===== src/rtl/serial_rx_ctrl.sv =====
// rtl/serial_rx_ctrl.sv - asynchronous serial frame receiver with ready/read handshake
module serial_rx_ctrl #(
    parameter int DATA_BITS    = 8,
    parameter int CLKS_PER_BIT = 10
) (
    input  logic                 clk,
    input  logic                 n_rst,
    input  logic                 serial_in,
    input  logic                 data_read,
    output logic [DATA_BITS-1:0] rx_data,
    output logic                 data_ready,
    output logic                 overrun_error,
    output logic                 framing_error,
    output logic                 rx_busy
);
    localparam int HALF_BIT = CLKS_PER_BIT / 2;
    localparam int CW       = (CLKS_PER_BIT > 1) ? $clog2(CLKS_PER_BIT) : 1;
    localparam int IW       = $clog2(DATA_BITS + 1);

    localparam logic [CW-1:0] HALF_LAST = CW'(HALF_BIT - 1);
    localparam logic [CW-1:0] BIT_LAST  = CW'(CLKS_PER_BIT - 1);
    localparam logic [IW-1:0] IDX_LAST  = IW'(DATA_BITS - 1);

    typedef enum logic [2:0] {
        IDLE,
        START_CHK,
        DATA,
        STOP,
        LOAD
    } state_t;

    state_t                 r_state;
    state_t                 w_next_state;
    logic                   r_sync1;
    logic                   r_sync;
    logic                   r_prev;
    logic [DATA_BITS-1:0]   r_shift;
    logic [DATA_BITS-1:0]   w_shift_next;
    logic [CW-1:0]          r_cnt;
    logic [IW-1:0]          r_idx;
    logic                   r_stop_bit;
    logic                   w_start_edge;
    logic                   w_sample;
    logic                   w_state_change;

    assign w_start_edge   = r_prev & ~r_sync;
    assign w_state_change = (w_next_state != r_state);
    assign rx_busy        = (r_state != IDLE);

    // Sample point: half a bit into the start bit, then one full bit per data/stop bit.
    always_comb begin
        w_sample = 1'b0;
        case (r_state)
            START_CHK:   w_sample = (r_cnt == HALF_LAST);
            DATA, STOP:  w_sample = (r_cnt == BIT_LAST);
            default:     w_sample = 1'b0;
        endcase
    end

    // Shift right, new sample enters the MSB so the first bit ends up in the LSB.
    always_comb begin
        w_shift_next                = r_shift >> 1;
        w_shift_next[DATA_BITS-1]   = r_sync;
    end

    // Next-state logic for the frame FSM.
    always_comb begin
        w_next_state = r_state;
        case (r_state)
            IDLE:      if (w_start_edge) w_next_state = START_CHK;
            START_CHK: if (w_sample) w_next_state = r_sync ? IDLE : DATA;
            DATA:      if (w_sample && (r_idx == IDX_LAST)) w_next_state = STOP;
            STOP:      if (w_sample) w_next_state = LOAD;
            LOAD:      w_next_state = IDLE;
            default:   w_next_state = IDLE;
        endcase
    end

    // State register, line synchronizer, timing counters and shift register.
    always_ff @(posedge clk or negedge n_rst) begin
        if (!n_rst) begin
            r_state    <= IDLE;
            r_sync1    <= 1'b1;
            r_sync     <= 1'b1;
            r_prev     <= 1'b1;
            r_shift    <= '1;
            r_cnt      <= '0;
            r_idx      <= '0;
            r_stop_bit <= 1'b1;
        end else begin
            r_state <= w_next_state;
            r_sync1 <= serial_in;
            r_sync  <= r_sync1;
            r_prev  <= r_sync;
            if (w_state_change || w_sample || (r_state == IDLE))
                r_cnt <= '0;
            else
                r_cnt <= r_cnt + 1'b1;
            if (w_state_change)
                r_idx <= '0;
            else if ((r_state == DATA) && w_sample)
                r_idx <= r_idx + 1'b1;
            if ((r_state == DATA) && w_sample)
                r_shift <= w_shift_next;
            if ((r_state == STOP) && w_sample)
                r_stop_bit <= r_sync;
        end
    end

    // Consumer-facing outputs: frame delivery on LOAD, otherwise read handshake.
    always_ff @(posedge clk or negedge n_rst) begin
        if (!n_rst) begin
            rx_data       <= '0;
            data_ready    <= 1'b0;
            overrun_error <= 1'b0;
            framing_error <= 1'b0;
        end else if (r_state == LOAD) begin
            if (r_stop_bit) begin
                rx_data       <= r_shift;
                data_ready    <= 1'b1;
                framing_error <= 1'b0;
                overrun_error <= data_ready & ~data_read;
            end else begin
                framing_error <= 1'b1;
            end
        end else begin
            if ((r_state == IDLE) && w_start_edge)
                framing_error <= 1'b0;
            if (data_read && data_ready) begin
                data_ready    <= 1'b0;
                overrun_error <= 1'b0;
            end
        end
    end
endmodule


===== config.mk =====
export PLATFORM = sky130hd
export DESIGN_NAME = serial_rx_ctrl
export DESIGN_NICKNAME = d
export VERILOG_FILES = /design/src/rtl/serial_rx_ctrl.sv
export SDC_FILE = /design/constraint.sdc
export NUM_CORES = 1
export LEC_CHECK = 0
export ABC_AREA = 1
export ABC_CLOCK_PERIOD_IN_PS = 1400
export CORE_MARGIN = 2
export CORE_UTILIZATION = 49
export CTS_BUF_LIST = sky130_fd_sc_hd__clkbuf_8 sky130_fd_sc_hd__clkbuf_16
export CTS_CLUSTER_DIAMETER = 30
export CTS_CLUSTER_SIZE = 16
export DETAILED_ROUTE_END_ITERATION = 8
export HOLD_SLACK_MARGIN = 0.08
export MAX_ROUTING_LAYER = met4
export PLACE_DENSITY_LB_ADDON = 0.25
export REMOVE_ABC_BUFFERS = 1
export SLEW_MARGIN = 20
export SYNTH_ARGS = -nofsm -noshare
export SYNTH_HDL_FRONTEND = slang
export SYNTH_SLANG_ARGS = --single-unit

===== constraint.sdc =====
create_clock -name clk -period 1.4 [get_ports clk]
set_input_delay 0.14 -clock clk [delete_from_list [all_inputs] [get_ports clk]]
set_output_delay 0.14 -clock clk [all_outputs]
set_load 0.05 [all_outputs]

After elaboration in Yosys (flattened, before gate mapping)
Cells that the tools add are included.

storage, ports and cells
  logic and storage cells = 60
  register bits = 34
  output and inout port bits = 12
  bits of input ports = 4

operators by class
  reduce and logical (&&, ||, !) cells = 15
  add/subtract/negate cells = 2
  eq/ne operators = 9
  bitwise logic cells = 4
  mux-type cells = 18

operator list
  kind                   count
  $mux W3                4
  $mux W4                3
  $pmux W3 S4            1
  $add A4 B1 Y4 const B  2
  $eq A4 B3 Y1 const B   2
  $mux W1                8
  $eq A3 B2 Y1 const B   2
  $reduce_bool A2 Y1     3
  $logic_and A1 B1 Y1    5
  $eq A4 B4 Y1 const B   1
  $reduce_and A2 Y1      2
  $eq A3 B1 Y1 const B   1
  $eq A3 B3 Y1 const B   1
  $logic_not A3 Y1       1
  $ne A3 B3 Y1           1
  $reduce_bool A3 Y1     1
  $and A1 B1 Y1          2
  $logic_or A1 B1 Y1     2
  $mux W2                1
  $ne A2 B2 Y1 const B   1
  $not A1 Y1             2
  $pmux W1 S2            1
  $reduce_or A2 Y1       1

Depth between registers and ports, before layout
Gate-level depths: netlist of the first run.

  word-level depth = 10
  depth in mapped cells = 12
  depth with buffers taken out = 12

Worst setup path before layout of the first run
No wires, ideal clock.

  path type = register to register
  start = register r_state[0]
  end = register r_idx[3]
  path slack = -0.106 ns
  cell stages (with the launch flop) = 9
  period minus slack after synthesis = 1.506 ns
  buffers on the path = 1
  data arrival time = 1.387 ns
  library setup time = 0.120 ns
  required time = 1.280 ns
  cell sequence = dfrtp_1 > nand3b_2 > nand3_1 > nand3_2 > nor2_2 > buf_6 > nand4_1 > xor2_1 > nor2_1

between the ends
  longest elaborated chain between the ends = 8
  elaborated cells between the ends (all ways) = 16
  those cells by class = 4 x eq/ne; 7 x mux; 5 x reduce/logical

ends and longest elaborated chain
  what                                                  line         source
  start: declaration                                    32           state_t r_state;
  start signal: assignment                              91           r_state <= w_next_state;
  $eq A3 B2 Y1, on equally long branches                53, 69, 101
  $reduce_or A2 Y1                                      53           case (r_state)
  $pmux W1 S2                                           53
  $logic_and A1 B1 Y1                                   72           DATA: if (w_sample && (r_idx == IDX_LAST)) w_next_state = STOP;
  $mux W3                                               72
  $pmux W3 S4                                           69           case (r_state)
  $ne A3 B3 Y1                                          47           assign w_state_change = (w_next_state != r_state);
  $mux W4 / $reduce_bool A2 Y1 (equally long branches)  --
  end signal: assignment                                102          r_idx <= r_idx + 1'b1;
  end: declaration                                      40           logic [IW-1:0] r_idx;

Several ways; a longest one is shown, not always the timed one.
A chain may end at the register's enable or synchronous reset.

Final worst setup path of the first run
  start = register r_state[2]
  end = register r_idx[2]

Same word-level chain as after synthesis.

==> impl_metrics.yaml, run 1 <==
outcome:
  status: "finished with violations"
  failed_checks: "setup timing"
worst_setup_path:
  reg2reg_to: "r_idx[2]"
  reg2reg_depth: 10
  rr_startpoint: "r_state[2]"
  cp-end-kind: "register"
  crit_arrival_ns: 1.81
  crit_required_ns: 1.58
  crit_fanout: 4
  r2r_slack_ns: -0.23
  cp-start-kind: "register"
  crit_type: "reg2reg"
global_routing:
  grt_pass1_wl_um: 5420
  grt_max_degree: 35
  grt_pass1_vias: 1265
  grt_overflow: 0
  track_usage_pct: 22.4
  antenna_found_initial: 0
synthesis:
  syn_area_sq_um: 1450
  yosysTopAreaCell: "dfrtp_1"
  synth_top_cells_by_count: "35 x nand2_1, 22 x dfrtp_1, 18 x inv_1"
  ys_top_cells_by_area: "dfrtp_1 38%, dfstp_2 22%, nand2_1 9.1%"
  synth_top_area_share_pct: 38.0
  synth.distinct_cells: 24
  synth_most_common_cell: "nand2_1"
  synth-seq-cells: 34
  synth-edff-count: 0
  netlist_instances: 152
  yosysSeqAreaShare_pct: 59.7
  yosys_warnings: 0
  avgSynthCellArea_sq_um: 9.54
  async_flop_share_pct: 100
  yosys_most_used_dff: "dfrtp_1"
routing:
  vias_per_cell: 5.26
  drt_first_iter_violations: 59
  vias: 1230
  wl_per_cell_um: 14.2
  ant_nets: 0
  wirelength_um: 3310
  dr.pass1.iters: 4
  drc: 0
sta:
  worst_slack_ns: -0.229
  tightest_slew_ns: 0.270
  holdWs_ns: 0.213
  fin_crit_sh_pct: 116
  rsz0062_at_grt: "yes"
  setup_viol: 29
  slew_headroom_pct: 81.9
  drv_slew: 0
  hold_viol_final: 0
  max_freq_mhz: 614
  fin_crit_ns: 1.63
  clock_skew_ns: 0.00819
floorplanning:
  die_h_um: 58.4
  initial_utilization_pct: 52.1
  core_area_sq_um: 2780
  ioPinCount: 16
  dieArea_sq_um: 3410
  rows: 19
  die_x_um: 58.4
final_layout:
  drive_gt1_share_pct: 45.8
  n_antenna_cell: 0
  postLayoutCellArea_sq_um: 2130
  fin_nets: 208
  nFillCells: 180
  syn_to_final_growth_pct: 46.9
clock_tree:
  cts.sinks: 34
  htreeDepth: 2
  cts_root_buffer: "clkbuf_8"
  cts_buffers: 5
  ctsHoldBuffers: 0
  clk_pin_slew_ns: 0.07
  clk_latency_ns: 0.29
  cts_tree: "done"
  clockBufferDepth: 2
place:
  dp_hpwl_um: 1960
  dpl_cell_area_sq_um: 1820
  io_buffers: 15
  routabilityCongestion: 0.946
job:
  maxCapViolCount: 0
min_path:
  hp-class: "in2async"
power_and_ir_drop:
  vdd_drop_max_v: 0.00146
  power_density_nw_per_um2: 1530
  p_leak_uw: 0.000976
-- cell usage in the layout (no fill, tap or decap), types with 4 or more instances in the layout --
cell      instances
nor2_2            5
buf_6             5
o21ai_1           9
o21ai_0           5
nand2_1          30
buf_4            31
dfstp_2          12
nand3_4           4
nand2_2           6
inv_1            18
buf_12            5
nor2_1            8
dfrtp_1          20
clkbuf_8          6
nor2_4            4
-- kinds of logic (layout without fill, tap and decap cells) --
group           count (synthesis)  count (layout)  share of synthesized area, %
compound gates                 22              22                          8.28
xor+xnor                        5               5                          3.02
fa+ha+maj                       2               2                          1.73
buf+inv                        23              74                          6.56
flops                          34              34                          59.7
simple gates                   66              66                          20.7
-- cell type report --
| cell class | count | area (sq um) | area share, % |
|---|---|---|---|
| timing repair buffer | 44 | 419 | 19.7 |
| clock buffer | 6 | 82.6 | 3.88 |
| timing repair inverter | 2 | 15.0 | 0.705 |
| inverter | 20 | 77.6 | 3.64 |
| tap | 31 | 38.8 | 1.82 |
| multi-input combinational | 95 | 621 | 29.1 |
| clock inverter | 2 | 7.51 | 0.353 |
| sequential | 34 | 868 | 40.8 |
-- report_power, final --
group | total, uW | internal, uW | switching [uW]
combinational | 1340 | 581 | 760
clock | 729 | 386 | 343
sequential | 1200 | 1110 | 88.8
total | 3270 | 2070 | 1190
-- flip-flops by register name, indices dropped and copies added (netlist names), 3 cells and up --
name	count
rx_data	8
r_cnt	4
r_idx	4
r_shift	8
r_state	3
-- worst max-delay path by stage --
| stage | start | endpoint | slack, ns | cells after the start |
|---|---|---|---|---|
| after floorplan | r_state[0] | r_cnt[0] | -0.47 | 10 |
| after global placement | r_state[0] | overrun_error | -0.14 | 6 |
| after detailed placement | r_state[0] | r_cnt[3] | -0.20 | 9 |
| after CTS | r_state[2] | r_cnt[3] | -0.18 | 11 |
| after global routing | r_state[2] | r_idx[1] | -0.32 | 11 |
| final | r_state[2] | r_idx[2] | -0.23 | 10 |
-- critical path: stages, from the launching register on --
cell and delay [ns]:
dfrtp_1 0.40, inv_2 0.12, nand3_4 0.12, nand3_4 0.12, nand3_4 0.09, a21boi_0 0.26
nand2_2 0.09, nand2_2 0.09, nand2_4 0.06, nand2_2 0.11, nor2_1 0.05
-- metrics by stage --
step / total power [uW] / TNS (ns) / worst slack (ns) / instances / util, %
2_1_floorplan: 1720 / -4.84 / -0.468 / 149 / -
3_3_place_gp: 2060 / -1.71 / -0.142 / 217 / 65.3
3_5_place_dp: 2090 / -2.51 / -0.199 / 217 / 65.3
4_1_cts: 3040 / -1.74 / -0.176 / 231 / 73.1
5_1_grt: 3430 / -5.67 / -0.316 / 234 / 76.6
6_report: 3270 / -3.39 / -0.229 / 234 / 76.6
-- per-layer routing --
layer  track usage (%)  routed length (um)
met3              9.23                 132
met2              35.5                1750
met4              10.3                  71
met5                 -                   0
met1              24.5                1360
-- repair_timing --
action | in CTS | in global routing
setup endpoints to repair | 24 | 31
setup buffers | 4 | 3
pin swaps | 11 | 6
cloned | 2 | 0
gates resized for setup | 32 | 21
No activity file was read; power rests on OpenSTA's default activity.
==> run 2, diff against run 1 <==
--- a/config.mk
+++ b/config.mk
@@ -17,6 +17,7 @@
 export MAX_ROUTING_LAYER = met4
 export PLACE_DENSITY_LB_ADDON = 0.25
 export REMOVE_ABC_BUFFERS = 1
+export SETUP_SLACK_MARGIN = 0.15
 export SLEW_MARGIN = 20
 export SYNTH_ARGS = -nofsm -noshare
 export SYNTH_HDL_FRONTEND = slang
==> run 2 against run 1 <==
Net effect: the flow still finishes with violations (setup timing); wire length rose by 3.0%; clock-buffer cell count did not move; total power rose by 1.2%; non-clock buffer count rose by 4; via count fell by 0.16%; combinational power rose by 3%; hold slack barely moved; critical endpoint is now rx_busy; largest cell class unchanged; largest power group unchanged.
==> impl_metrics.yaml, run 2 (synthesis results as in run 1) <==
sta:
  slew_headroom_pct: 77.8
  clock_skew_ns: 0.0102
  fin_crit_ns: 1.64
  setup_viol: 29
  rsz0062_at_grt: "yes"
  setup_tns_ns: -3.64
  fin_crit_sh_pct: 117
  drv_slew: 0
  max_freq_mhz: 608
  worst_slack_ns: -0.244
  hold_viol_final: 0
  holdWs_ns: 0.213
  tightest_slew_ns: 0.330
routing:
  vias: 1228
  dr.pass1.iters: 4
  ant_nets: 0
  drc: 0
  wl_per_cell_um: 14.3
  drt_first_iter_violations: 36
  wirelength_um: 3410
  vias_per_cell: 5.14
min_path:
  hp-class: "in2async"
worst_setup_path:
  reg2reg_depth: 11
  cp-start-kind: "register"
  r2r_slack_ns: -0.20
  crit_fanout: 4
  cp-end-kind: "output port"
  reg2reg_to: "r_cnt[1]"
  rr_startpoint: "r_state[2]"
  crit_required_ns: 1.26
  crit_type: "reg2out"
  crit_arrival_ns: 1.50
  crit_path_start: "r_state[1]"
final_layout:
  n_antenna_cell: 0
  final_common_cell: "buf_4"
  final_cell_mix: "33 x buf_4, 29 x nand2_1, 20 x dfrtp_1"
  syn_to_final_growth_pct: 50.1
  postLayoutCellArea_sq_um: 2180
  fin_nets: 213
  top_regs: "r_shift (8), rx_data (8)"
  drive_gt1_share_pct: 48.1
  nFillCells: 170
floorplanning:
  dieArea_sq_um: 3410
  ioPinCount: 16
  core_area_sq_um: 2780
  rows: 19
  die_x_um: 58.4
  die_h_um: 58.4
  initial_utilization_pct: 52.1
outcome:
  status: "finished with violations"
  failed_checks: "setup timing"
job:
  maxCapViolCount: 0
global_routing:
  top_usage_layer: "met2"
  track_usage_pct: 23.4
  grt.met1_usage_pct: 25.1
  grtUsageMet3_pct: 9.23
  grt_pass1_vias: 1278
  grt_util_met2_pct: 37.9
  antenna_found_initial: 0
  grt_pass1_wl_um: 5620
  grt_max_degree: 35
  grt_overflow: 0
power_and_ir_drop:
  vdd_drop_max_v: 0.00150
  p_leak_uw: 0.00100
  power_density_nw_per_um2: 1520
clock_tree:
  clk_latency_ns: 0.29
  cts_buffers: 5
  cts.sinks: 34
  htreeDepth: 2
  cts_tree: "done"
  cts_root_buffer: "clkbuf_8"
  clk_pin_slew_ns: 0.07
  clockBufferDepth: 2
place:
  routabilityCongestion: 0.946
  io_buffers: 15
  dp_hpwl_um: 1960
  dpl_cell_area_sq_um: 1820
run 2: worst max-delay path: stages (launching register included):
cell and delay, ns:
dfrtp_2 0.45, buf_4 0.16, nor2_4 0.18, buf_6 0.12
buf_4 0.09, nand2_1 0.06, buf_6 0.15
run 2: layer usage:
layer	share of wire, %	vias up
li1	-	592
met1	42	593
met2	50	26
met3	4.6	17
met4	3.5	0
met5	0	-
run 2: where the power goes:
part           internal, uW  total (uW)  switching (uW)  leakage, uW
Clock                   386         726             340    0.0000538
Sequential             1110        1200            94.3     0.000423
Combinational           619        1380             759     0.000527
run 2: per-stage QoR:
step	std cells	util, %	power (uW)	setup WS [ns]
2_1_floorplan	149	-	1720	-0.468
3_3_place_gp	217	65.3	2060	-0.142
3_5_place_dp	217	65.3	2090	-0.199
4_1_cts	234	75.3	3040	-0.176
5_1_grt	239	78.3	3490	-0.317
6_report	239	78.3	3310	-0.244
run 2: cell type report:
| class | count | area (sq um) | share of cell area (%) |
|---|---|---|---|
| Timing Repair Buffer | 48 | 465 | 21.4 |
| Multi-Input combinational cell | 95 | 612 | 28.1 |
| Sequential cell | 34 | 868 | 39.9 |
| Clock inverter | 2 | 7.51 | 0.345 |
| Timing Repair inverter | 3 | 22.5 | 1.03 |
| Inverter | 20 | 80.1 | 3.68 |
| Tap cell | 31 | 38.8 | 1.78 |
| Clock buffer | 6 | 82.6 | 3.79 |
run 2: worst max-delay path by stage:
stage / end / cells after the start
floorplan: r_cnt[0] / 10
global placement: overrun_error / 6
detailed placement: r_cnt[3] / 9
CTS: r_cnt[3] / 11
global route: r_cnt[0] / 11
finish: rx_busy / 6
run 2: timing repair:
item                       in CTS  in global routing
hold endpoints to repair        0                  0
setup endpoints to repair      31                 32
pin swaps                       8                 12
setup buffers                   6                  5
hold buffers                    0                  0
resized for setup              40                 15
gates cloned                    3                  0
==> run 3, diff against run 2 <==
--- a/config.mk
+++ b/config.mk
@@ -7,8 +7,9 @@
 export LEC_CHECK = 0
 export ABC_AREA = 1
 export ABC_CLOCK_PERIOD_IN_PS = 1400
+export CORE_ASPECT_RATIO = 0.75
 export CORE_MARGIN = 2
-export CORE_UTILIZATION = 49
+export CORE_UTILIZATION = 40
 export CTS_BUF_LIST = sky130_fd_sc_hd__clkbuf_8 sky130_fd_sc_hd__clkbuf_16
 export CTS_CLUSTER_DIAMETER = 30
 export CTS_CLUSTER_SIZE = 16
==> run 3 against run 2 <==
Net effect: critical path depth increased by 6; clock skew increased by 0.0014 ns; total power increased by 8.2%; highest routed layer unchanged; largest cell class unchanged; sequential share of layout area decreased by 3.4 points; clock power increased by 2%; the flow still finishes with violations (setup timing); global-route usage decreased by 3.7 points; die area increased by 21%; maximum frequency decreased by 6.2%; via count increased by 5.5%; critical path type is now reg2reg; hold slack improved by 0.020 ns; design area increased by 9.2%; largest power group unchanged; sequential cell count unchanged.
==> impl_metrics.yaml, run 3 (synthesis results as in run 1) <==
global_routing:
  grt_pass1_wl_um: 5730
  grt_max_degree: 35
  grtUsageMet3_pct: 7.43
  grt.met1_usage_pct: 24.9
  grt_pass1_vias: 1218
  top_usage_layer: "met2"
  antenna_found_initial: 0
  grt_util_met2_pct: 27.8
  track_usage_pct: 19.7
  grt_overflow: 0
clock_tree:
  ctsHoldBuffers: 0
  cts_root_buffer: "clkbuf_8"
  clockBufferDepth: 2
  htreeDepth: 2
  cts_buffers: 5
  cts_tree: "done"
  cts.sinks: 34
  clk_pin_slew_ns: 0.07
  clk_latency_ns: 0.29
sta:
  fin_crit_sh_pct: 125
  worst_slack_ns: -0.352
  hold_viol_final: 0
  max_freq_mhz: 571
  fin_crit_ns: 1.75
  slew_headroom_pct: 81.7
  tightest_slew_ns: 0.273
  setup_tns_ns: -5.76
  holdWs_ns: 0.233
  drv_slew: 0
  clock_skew_ns: 0.0116
  rsz0062_at_grt: "yes"
  setup_viol: 31
worst_setup_path:
  crit_required_ns: 1.62
  crit_path_start: "r_state[2]"
  reg2reg_depth: 12
  worst_path_largest_cell_delay_ns: 0.41
  crit_arrival_ns: 1.98
  cp-start-kind: "register"
  reg2reg_to: "r_cnt[2]"
  cp-end-kind: "register"
  crit_type: "reg2reg"
  r2r_slack_ns: -0.35
  rr_startpoint: "r_state[2]"
  worstSetupEndpoint: "r_cnt[2]"
  crit_fanout: 4
  cp_cell_sequence: "inv_2 -> nand3b_4 -> nand2_4 -> nand2_4 -> nand3_4 -> buf_6 -> inv_2 -> nand4_1 -> nand2_2 -> nor2_4 -> nand3_4 -> nor2_2"
  crit_slowest_cell: "dfrtp_1"
place:
  dp_hpwl_um: 2060
  pre_cts_slack_ns: -0.307
  io_buffers: 15
  dp_cells: 230
  routabilityCongestion: 0.889
outcome:
  failed_checks: "setup timing"
  status: "finished with violations"
final_layout:
  fin_nets: 223
  final_common_cell: "buf_4"
  top_regs: "r_shift (8), rx_data (8)"
  drive_gt1_share_pct: 57.8
  final_cell_mix: "33 x buf_4, 20 x dfrtp_1, 18 x nand2_1"
  syn_to_final_growth_pct: 63.9
  n_antenna_cell: 0
  final_cell_count_no_fill: 258
power_and_ir_drop:
  clockPowerShare_pct: 20.7
  vdd_drop_max_v: 0.000942
  power_density_nw_per_um2: 1510
  power_switching_uw: 1320
  p_leak_uw: 0.00113
  pwr-share-seq_pct: 34.0
  switching_share_pct: 36.9
  p_int_uw: 2260
  share_comb_of_total_power_pct: 45.3
  power_uw: 3580
routing:
  dr.pass1.iters: 4
  drc: 0
  drt_first_iter_violations: 82
  wirelength_um: 4140
  ant_nets: 0
  wl_per_cell_um: 16.0
  vias_per_cell: 5.02
  vias: 1296
floorplanning:
  rows: 18
  die_h_um: 56.1
  core_area_sq_um: 3380
  die_x_um: 73.5
  ioPinCount: 16
  initial_utilization_pct: 42.9
  dieArea_sq_um: 4130
min_path:
  hp-class: "in2async"
job:
  maxCapViolCount: 0
[run 3: changes by cell type in the layout (fill, tap and decap cells not counted), sizes merged]
cell | previous run | this run
buf | 45 | 55
[run 3: power by group through the flow]
stage / clock [uW] / combinational (uW) / sequential, uW
2_1_floorplan: 0 / 513 / 1210
3_3_place_gp: 0 / 950 / 1180
3_5_place_dp: 0 / 974 / 1190
4_1_cts: 740 / 1310 / 1190
5_1_grt: 806 / 1710 / 1220
6_report: 740 / 1620 / 1220
[run 3: cell type report]
class | count | area (sq um)
Clock buffer | 6 | 82.6
Clock inverter | 2 | 7.51
Fill cell | 232 | 1000
Inverter | 20 | 85.1
Multi-Input combinational cell | 95 | 689
Sequential cell | 34 | 868
Tap cell | 40 | 50.0
Timing Repair Buffer | 58 | 572
Timing Repair inverter | 3 | 22.5
[run 3: routing by layer]
| metal | vias up | routed length [um] | share of wire, % |
|---|---|---|---|
| li1 | 615 | - | - |
| met1 | 631 | 1710 | 41 |
| met2 | 37 | 2070 | 50 |
| met3 | 13 | 219 | 5.3 |
| met4 | 0 | 138 | 3.3 |
| met5 | - | 0 | 0 |
[run 3: through the flow]
step,util (%),area (sq um)
2_1_floorplan,-,1430
3_5_place_dp,54.6,1850
6_report,70.4,2380
4_1_cts,63.7,2150
5_1_grt,70.4,2380
3_3_place_gp,54.6,1850
[run 3: worst min path at each step]
stage / end / cells past startpoint / slack, ns
4_1_cts: rx_data[5] / 2 / 0.25
3_3_place_gp: r_sync / 0 / 0.35
5_1_grt: rx_data[2] / 2 / 0.24
2_1_floorplan: data_ready / 0 / -0.16
6_report: rx_data[4] / 2 / 0.23
3_5_place_dp: r_sync / 0 / 0.35
[run 3: critical path: cells and delay by family, from the launching register on]
kind                   cells  cell delay, ns
and+or+nand+nor            9            0.98
buffers and inverters      3            0.28
DFF                        1            0.41
[run 3: repair_timing]
item / CTS / global route
setup buffers: 9 / 8
endpoints found under the hold margin: 0 / 0
pin swaps: 6 / 13
gates cloned: 3 / 0
gates resized for setup: 45 / 56
endpoints found under the setup margin: 32 / 32
